## config.mk

```make
export PLATFORM = sky130hd
export DESIGN_NAME = sub_serial
export DESIGN_NICKNAME = d
export VERILOG_FILES = /design/src/rtl/sub_serial_pkg.sv /design/src/rtl/sub_serial_fs_bit.sv /design/src/rtl/sub_serial.sv
export SDC_FILE = /design/constraint.sdc
export NUM_CORES = 1
export LEC_CHECK = 0
export ABC_AREA = 1
export BUFFER_PORTS_ARGS = -buffer_cell sky130_fd_sc_hd__clkbuf_2
export CORE_MARGIN = 3
export CORE_UTILIZATION = 49
export DETAILED_ROUTE_END_ITERATION = 10
export PLACE_DENSITY = 0.72
export SYNTH_ARGS = -nofsm -noshare
export SYNTH_HDL_FRONTEND = slang
export SYNTH_SLANG_ARGS = --single-unit
```

## constraint.sdc

```tcl
create_clock -name clk -period 1.7 [get_ports clk]
set_clock_uncertainty 0.05 [all_clocks]
set_input_delay 0.17 -clock clk [delete_from_list [all_inputs] [get_ports clk]]
set_output_delay 0.17 -clock clk [all_outputs]
set_load 0.02 [all_outputs]
```

## src/rtl/sub_serial_pkg.sv

```systemverilog
// Shared definitions for the bit-serial subtractor: FSM encoding and default width.
package sub_serial_pkg;

  localparam int STATE_W       = 2;
  localparam int DEFAULT_WIDTH = 8;

  // Encoding is fixed so a stray value 3 can be recognised and recovered from.
  typedef enum logic [STATE_W-1:0] {
    IDLE = 2'd0,
    SUB  = 2'd1,
    DONE = 2'd2
  } state_e;

endpackage : sub_serial_pkg

```

## src/rtl/sub_serial_fs_bit.sv

```systemverilog
// One-bit full subtractor: d = x - y - bin, bout set when the column underflows.
module fs_bit (
  input  logic x,
  input  logic y,
  input  logic bin,
  output logic d,
  output logic bout
);

  assign d    = x ^ y ^ bin;
  assign bout = (~x & y) | (~x & bin) | (y & bin);

endmodule : fs_bit

```

## src/rtl/sub_serial.sv

```systemverilog
// Bit-serial WIDTH-bit subtractor, out = a - b, one bit per clock, LSB first.
//
// Handshake: in IDLE a clock edge with en=1 loads a/b and starts the operation.
// SUB runs for exactly WIDTH edges with en, a and b ignored. done is high for
// as long as the FSM sits in DONE; out and borrow_out are valid and stable
// there. An edge with en=1 in DONE acknowledges the result and returns to IDLE
// without loading, so a new operation needs a further en edge in IDLE. out and
// borrow_out keep the last result in IDLE until the next load clears them.
module sub_serial
  import sub_serial_pkg::*;
#(
  parameter int WIDTH = DEFAULT_WIDTH
) (
  input  logic             clk,
  input  logic             rst,
  input  logic             en,
  input  logic [WIDTH-1:0] a,
  input  logic [WIDTH-1:0] b,
  output logic [WIDTH-1:0] out,
  output logic             borrow_out,
  output logic             done
);

  localparam int CNT_W = $clog2(WIDTH);
  localparam logic [CNT_W-1:0] CNT_LAST = CNT_W'(WIDTH - 1);

  state_e           state_q, state_d;
  logic [WIDTH-1:0] a_reg_q, a_reg_d;
  logic [WIDTH-1:0] b_reg_q, b_reg_d;
  logic [WIDTH-1:0] out_q, out_d;
  logic [CNT_W-1:0] count_q, count_d;
  logic             borrow_q, borrow_d;

  logic             bit_d;
  logic             bit_bout;

  // The single bit cell works on the current LSBs and the running borrow.
  fs_bit u_fs_bit (
    .x    (a_reg_q[0]),
    .y    (b_reg_q[0]),
    .bin  (borrow_q),
    .d    (bit_d),
    .bout (bit_bout)
  );

  // State and datapath registers; reset clears everything at once, even mid-operation.
  always_ff @(posedge clk or posedge rst) begin
    if (rst) begin
      state_q  <= IDLE;
      a_reg_q  <= '0;
      b_reg_q  <= '0;
      out_q    <= '0;
      count_q  <= '0;
      borrow_q <= 1'b0;
    end else begin
      state_q  <= state_d;
      a_reg_q  <= a_reg_d;
      b_reg_q  <= b_reg_d;
      out_q    <= out_d;
      count_q  <= count_d;
      borrow_q <= borrow_d;
    end
  end

  // Next-state and datapath updates; every register holds unless its state says otherwise.
  always_comb begin
    state_d  = state_q;
    a_reg_d  = a_reg_q;
    b_reg_d  = b_reg_q;
    out_d    = out_q;
    count_d  = count_q;
    borrow_d = borrow_q;

    case (state_q)
      IDLE: begin
        if (en) begin
          a_reg_d  = a;
          b_reg_d  = b;
          count_d  = '0;
          borrow_d = 1'b0;
          out_d    = '0;
          state_d  = SUB;
        end
      end

      SUB: begin
        out_d    = {bit_d, out_q[WIDTH-1:1]};
        a_reg_d  = a_reg_q >> 1;
        b_reg_d  = b_reg_q >> 1;
        borrow_d = bit_bout;
        // Wraps to 0 on the last edge when WIDTH is a power of two; unused outside SUB.
        count_d  = count_q + 1'b1;
        if (count_q == CNT_LAST) begin
          state_d = DONE;
        end
      end

      DONE: begin
        if (en) begin
          state_d = IDLE;
        end
      end

      default: begin
        state_d = IDLE;
      end
    endcase
  end

  assign out        = out_q;
  assign borrow_out = borrow_q;
  assign done       = (state_q == DONE);

endmodule : sub_serial

```

# Word-level counts from Yosys, hierarchy flattened
# Index checks and enable logic that the tools add are counted.
# Widths: inputs -> output; s select.
# word_totals
register_bits	30
input_bits	19
out_inout_bits	10
# op_classes
add_sub_neg	1
eq_ne	6
mux	14
bitwise_logic	8
n_reduce_logical	4
# ops
op	n
$pmux 8 s2	3
$mux 8	3
$mux 2	3
$ne 2x2->1 const B	3
$pmux 2 s3	1
$pmux 3 s2	1
$add 3x1->3 const B	1
$and 1x1->1	3
$eq 3x3->1 const B	1
$mux 3	1
$reduce_and 3->1	1
$eq 2x1->1 const B	1
$eq 2x2->1 const B	1
$logic_not 2->1	1
$or 1x1->1	2
$pmux 1 s2	1
$reduce_and 2->1	1
$reduce_bool 2->1	1
$xor 1x1->1	2
$mux 1	1
$not 1->1	1

# Longest topological paths before layout
# Gate-level depths: netlist of run 1.
# depth
depth_word	5
mapped_depth	6

# By module
# From an unflattened synthesis of run 1, not the netlist that was laid out.
# hier_totals
hier_cells	190
area_unflattened_um2	1498.9
# modules_own_cells
module	instances	cells_per_inst	area_each_um2	seq_area_each_um2
sub_serial	1	187	1471.4	750.7
fs_bit	1	3	27.5	0.0

# Least setup slack after synthesis of run 1
# No wires, ideal clock.
# synth_path
path_kind	reg-to-reg
from	reg borrow_q, in the netlist borrow_out
to	reg out_q[7], in the netlist out[7]
arrival_ps	1071
required_time_ps	1524
slack_ps	454
path_stages_with_launch	3
path_cell_list	dfrtp_1 > fa_1 > o21ai_0
# synth_via
elab_chain_len	2
# synth_lines
element	line_no	rtl
start: declaration	sub_serial.sv:32	logic borrow_q, borrow_d;
start signal: assignment	sub_serial.sv:61	borrow_q <= borrow_d;
$xor 1x1->1	sub_serial_fs_bit.sv:10	assign d = x ^ y ^ bin;
$pmux 8 s2	sub_serial.sv:74	case (state_q)
end signal: assignment	sub_serial.sv:59	out_q <= out_d;
end: declaration	sub_serial.sv:30	logic [WIDTH-1:0] out_q, out_d;
# No other way between the ends.
# A chain may end at the register's enable or synchronous reset.

# Worst setup path after layout of run 1
# layout_path
from	reg state_q[0]
to	reg out_q[3], in the netlist out[3]
# layout_via
elab_chain_len	3
elab_cells_between_ends	6
# layout_lines
element	line_no	rtl
start: declaration	sub_serial.sv:27	state_e state_q, state_d;
start signal: assignment	sub_serial.sv:56	state_q <= state_d;
$eq 2x1->1 or $logic_not 2->1 (tied branches)	sub_serial.sv:74	
$reduce_bool 2->1 (no line) or $ne 2x2->1 (tied branches)	-	
$reduce_and 2->1 (no line)	-	
# Several ways; a longest one is shown, not always the timed one.

==> flow_summary.yaml, run 1 <==
global_routing:
  global_route.peak_usage_layer: "met2"
  grt_pass1_wl_um: 4678
  gr-usage-met2: 0.2809
  grt_pass1_vias: 1067
  grt_max_degree: 31
  gr-usage-met1: 0.2222
  grt_antenna_before_repair: 0
  groute.layer.met3.usage: 0.05745
  global_route.usage.total: 0.1769
  grt_overflow: 0
clock_network:
  ctsLongestPathBuffers: 2
  clk_transition_reported_paths_ps: 100
  cts_sinks: 30
  root_buf_cell: "sky130_fd_sc_hd__clkbuf_4"
  cts_tree: "yes"
  htree_levels: 2
  clk_latency_ps: 330
  cts-buffers-inserted: 5
power_and_ir_drop:
  powerDensity_nw_per_um2: 1772
  irDropWorstVdd_v: 0.001042
  total_leakage_power_nw: 1.015
  total_power_mw: 3.004
layout:
  number_of_inserted_diodes: 0
  postLayoutCellArea_um2: 1695
  num-fill-cells: 270
  final_core_utilization: 0.6095
  final_layout_size_suffix_gt1_frac: 0.1920
  final_net_count: 245
  syn_to_final_growth_pct: 17.01
synth:
  ys_top_cells_by_area: "sky130_fd_sc_hd__dfrtp_1 52%, sky130_fd_sc_hd__nand2_1 21%, sky130_fd_sc_hd__inv_1 9.6%, sky130_fd_sc_hd__nand3_1 5.2%, sky130_fd_sc_hd__o21ai_0 3.5%"
  synth.lib_cells_used.distinct: 16
  synth_ff_type: "sky130_fd_sc_hd__dfrtp_1"
  post_synth.cell_area_avg_um2: 7.666
  synth_enable_flop_cells: 0
  post_synth_top_cells: "80 x sky130_fd_sc_hd__nand2_1, 37 x sky130_fd_sc_hd__inv_1, 30 x sky130_fd_sc_hd__dfrtp_1"
  post_synth_instance_area_um2: 1449
  netlist.area_leader.share: 0.5181
  yosys_register_bits: 30
  synthMostInstantiatedCell: "sky130_fd_sc_hd__nand2_1"
  synth_async_sr_flop_share: 1.000
  post_synthesis_sequential_area_ratio: 0.5181
  synthDominantAreaCellType: "sky130_fd_sc_hd__dfrtp_1"
  synth-warning-count: 0
  synthesis.nets: 211
  postSynthCellCount: 189
setup_path:
  worst_ep_arrival_time_ps: 1630
  cp-start-kind: "flip-flop"
  required_ps: 1830
  critical_path.max_fanout: 18
  timing_worst_setup_path_type: "flip-flop to flip-flop"
  critPathCaptureType: "flip-flop"
detailed_routing:
  initialDrtViolationCount: 34
  detailroute.via_count: 1196
  post_drt_wl_per_cell_um: 10.86
  detailedRoute.firstPassIterationCount: 5
  route.final.wire_length_um: 2770
  antenna_violating_nets_post_route: 0
  dr_drc_count: 0
  vias_per_cell: 4.690
floorplan:
  die_area_um2: 3645
  die-width_um: 60.38
  start_util: 0.5209
  floorplan.rows: 19
  core-area_um2: 2781
  die_height_um: 60.38
  boundaryPins: 29
timing:
  tns_ps: 0
  setup_slack_ps: 199.3
  maxSlewHeadroom: 0.5149
  slew_viol_final: 0
  achievable-frequency_mhz: 666.4
  rsz0062_at_grt: "no"
  tightest_slew_ps: 726.8
  final_hold_viol_count: 0
  finalSetupViolations: 0
  share_of_the_cycle_needed_by_the_critical_path_after_routing: 0.8828
  period_minus_slack_ps: 1501
run_status:
  status: "finished clean"
placement:
  hpwl_um: 1863
  number_of_buffers_inserted_by_port_buffering: 28
  postPlaceCellArea_um2: 1608
  finalWeightedCongestion: 0.7192
  detailedPlace.worstSlack_ps: 141.3
min_path:
  hold_path_class: "input pin to flip-flop"
run:
  cap_viol_max_count: 0
[critical path, stage by stage (launching register included)]
cell and delay [ps]:
sky130_fd_sc_hd__dfrtp_1 450, sky130_fd_sc_hd__nor2_2 80, sky130_fd_sc_hd__nor2_2 560, sky130_fd_sc_hd__o21ai_0 210
[worst paths after layout]
kind / cells after the start / slack, ps / endpoint / startpoint
min: 3 / 30 / b_reg_q[7] / b[7]
max in group asynchronous: 4 / 920 / out[6] / rst
max: 3 / 200 / out[3] / state_q[0]
max reg2reg: 3 / 200 / out[3] / state_q[0]
min in group asynchronous: 4 / 390 / b_reg_q[3] / rst
min reg2reg: 2 / 430 / count_q[1] / count_q[1]
[cells in the final DEF (no fill, tap or decap), drive strengths merged]
master        n
a21oi         1
buf           3
clkbuf       35
clkinv        1
dfrtp        30
dlygate4sd3   2
fa            1
ha            2
inv          37
nand2        81
nand3        15
nor2          5
o21ai        11
[report_power, final]
group          internal [mW]  switching, mW
Clock                  0.200          0.244
Combinational          0.467          0.840
Sequential              1.05          0.205
Total                   1.72           1.29
[routing by layer]
metal	up-vias	routed length, um	share of wire
li1	622	-	-
met1	534	1191	0.43
met2	35	1344	0.49
met3	5	186	0.067
met4	0	48	0.017
met5	-	0	0
[flip-flops by register name, indices dropped and copies added, names as in the netlist]
| register | flops |
|---|---|
| b_reg_q | 8 |
| out | 8 |
| state_q | 2 |
| a_reg_q | 8 |
| count_q | 3 |
| borrow_out | 1 |
[through the flow]
step           instances  hold WS (ps)
2_1_floorplan        189         210.8
3_3_place_gp         245         187.8
3_5_place_dp         245         196.6
4_1_cts              255         20.65
5_1_grt              255         44.24
6_report             255         26.56
[layout make-up]
cell class | instances | area (um2) | share of cell area
Timing Repair Buffer | 33 | 182.7 | 0.1077
Multi-Input combinational cell | 116 | 524.3 | 0.3092
Sequential cell | 30 | 750.7 | 0.4428
Inverter | 37 | 138.9 | 0.08192
Tap cell | 31 | 38.79 | 0.02288
Clock inverter | 1 | 5.005 | 0.002952
Clock buffer | 7 | 55.05 | 0.03247
[logic make-up after synthesis]
group           count (synthesis)  synth area share
buf+inv                        43            0.1252
compound gates                 12           0.04404
fa+ha+maj                       3           0.03109
flops                          30            0.5181
simple gates                  101            0.2815
[timing repair]
| action | 4_1_cts | 5_1_grt |
|---|---|---|
| setup buffers | 0 | 0 |
| hold endpoints to repair | 31 | 0 |
| gates resized for setup | 0 | 1 |
| hold buffers | 2 | 0 |
| endpoints found under the setup margin | 0 | 1 |
(Power assumes the default switching activity.)
==> run 2: changes to the inputs <==
- CORE_UTILIZATION: 49 -> 57
- PLACE_DENSITY: 0.72 -> unset
- PLACE_DENSITY_LB_ADDON: unset -> 0.08
==> run 2 against run 1 <==
  * Clock power is 20% higher
  * Final cell count is 1.6% lower
  * Critical endpoint is now a_reg_q[6]
  * Utilization is 12 points higher
  * Fmax is 0.56% lower
  * First-iteration DRC count is 41% lower
  * Critical path depth is 1 higher
  * Routed wire length is 2.5% higher
  * Power is 4.2% higher
  * Die area is 13% lower
  * Register-to-register slack hardly changed
  * Setup slack worse by 8.4 ps
==> flow_summary.yaml, run 2 (same netlist as run 1, synthesis figures left out) <==
global_routing:
  grt_antenna_before_repair: 0
  grt_overflow: 0
  global_route.usage.total: 0.1988
  grt_max_degree: 31
  grt_pass1_vias: 1187
  grt_pass1_wl_um: 4961
layout:
  layout.cells.most_common: "sky130_fd_sc_hd__nand2_1"
  area_of_combinational_cells_with_multiple_inputs_um2: 524.3
  num-fill-cells: 184
  postLayoutCellArea_um2: 1700
  final_net_count: 244
  final_layout_size_suffix_gt1_frac: 0.1973
  ff_latch_area_um2: 750.7
  number_of_inserted_diodes: 0
  most-common-layout-cells: "80 x sky130_fd_sc_hd__nand2_1, 37 x sky130_fd_sc_hd__inv_1, 30 x sky130_fd_sc_hd__dfrtp_1, 28 x sky130_fd_sc_hd__clkbuf_2, 15 x sky130_fd_sc_hd__nand3_1"
  syn_to_final_growth_pct: 17.36
floorplan:
  floorplan.rows: 17
  start_util: 0.6249
  die_area_um2: 3183
  die_height_um: 56.42
  die-width_um: 56.42
  boundaryPins: 29
  core-area_um2: 2318
setup_path:
  critPathCaptureType: "flip-flop"
  required_ps: 1920
  cp-start-kind: "flip-flop"
  worst_ep_arrival_time_ps: 1730
  critical_path.max_fanout: 18
  reg2reg_setup_slack_ps: 190
  timing_worst_setup_path_type: "flip-flop to flip-flop"
detailed_routing:
  antenna_violating_nets_post_route: 0
  dr_drc_count: 0
  detailedRoute.firstPassIterationCount: 4
  detailroute.via_count: 1227
  initialDrtViolationCount: 20
  vias_per_cell: 4.888
  route.final.wire_length_um: 2840
  post_drt_wl_per_cell_um: 11.31
timing:
  tightest_slew_ps: 754.8
  final_hold_viol_count: 0
  tns_ps: 0
  achievable-frequency_mhz: 662.6
  finalSetupViolations: 0
  share_of_the_cycle_needed_by_the_critical_path_after_routing: 0.8877
  maxSlewHeadroom: 0.4963
  slew_viol_final: 0
  rsz0062_at_grt: "no"
  period_minus_slack_ps: 1509
power_and_ir_drop:
  total_leakage_power_nw: 1.020
  irDropWorstVdd_v: 0.001358
  powerDensity_nw_per_um2: 1840
clock_network:
  cts_tree: "yes"
  cts_sinks: 30
  htree_levels: 2
  post-cts-setup-buffer-count: 0
  cts-buffers-inserted: 5
  ctsLongestPathBuffers: 2
  clk_transition_reported_paths_ps: 90
  root_buf_cell: "sky130_fd_sc_hd__clkbuf_4"
  clk_latency_ps: 330
placement:
  number_of_buffers_inserted_by_port_buffering: 28
  hpwl_um: 1891
  postPlaceCellArea_um2: 1604
  finalWeightedCongestion: 0.7252
run:
  cap_viol_max_count: 0
min_path:
  hold_path_class: "input pin to flip-flop"
run_status:
  status: "finished clean"
[run 2: cell types whose count changed in the layout (fill, tap and decap cells not counted), sizes merged]
cell and change:
clkbuf +1, clkinv -1, dlygate4sd3 -1
[run 2: layout make-up]
class / count / area share
Sequential cell: 30 / 0.4415
Multi-Input combinational cell: 116 / 0.3083
Timing Repair Buffer: 32 / 0.1015
Inverter: 37 / 0.08168
Clock buffer: 8 / 0.04636
Tap cell: 28 / 0.02060
[run 2: through the flow]
step                      std cells  worst slack [ps]  power, mW  hold WS, ps  utilization
final                           251             190.9      3.129        17.54       0.7334
after global routing            251             93.27      3.420        23.97       0.7334
after CTS                       251             139.1      3.150        2.769       0.7302
after detailed placement        242             152.9      2.593        192.8       0.6919
after global placement          242             216.9      2.519        185.5       0.6919
after floorplan                 189             453.5      2.253        210.8            -
[run 2: power breakdown]
part / internal [mW] / total, mW / switching, mW
Combinational: 0.472 / 1.34 / 0.866
Sequential: 1.05 / 1.26 / 0.212
Clock: 0.282 / 0.531 / 0.248
Total: 1.80 / 3.13 / 1.33
[run 2: path summary, 6_finish.rpt]
path	depth (start not counted)	end	startpoint
worst min-delay path	3	b_reg_q[7]	b[7]
worst min register to register	1	count_q[0]	count_q[0]
min in group asynchronous	4	b_reg_q[1]	rst
max in group asynchronous	4	b_reg_q[4]	rst
worst max-delay path	4	a_reg_q[6]	state_q[0]
worst max register to register	4	a_reg_q[6]	state_q[0]
[run 2: worst max-delay path: stages, from the launching register on]
cell and delay [ps]:
sky130_fd_sc_hd__dfrtp_1 460, sky130_fd_sc_hd__nor2_2 80, sky130_fd_sc_hd__nor2_2 580, sky130_fd_sc_hd__nand3_1 170, sky130_fd_sc_hd__nand2_1 110
[run 2: what timing repair did]
item                                   CTS  global route
setup endpoints to repair                0             2
resized for setup                        0             1
hold buffers                             1             0
endpoints found under the hold margin   30             0
[run 2: per-layer routing]
metal | global-route usage | routed length, um | vias to the layer above
met2 | 0.3172 | 1357 | 33
li1 | - | - | 623
met3 | 0.06437 | 170 | 6
met4 | 0.06441 | 24 | 0
met1 | 0.2560 | 1288 | 565
met5 | 0 | 0 | -
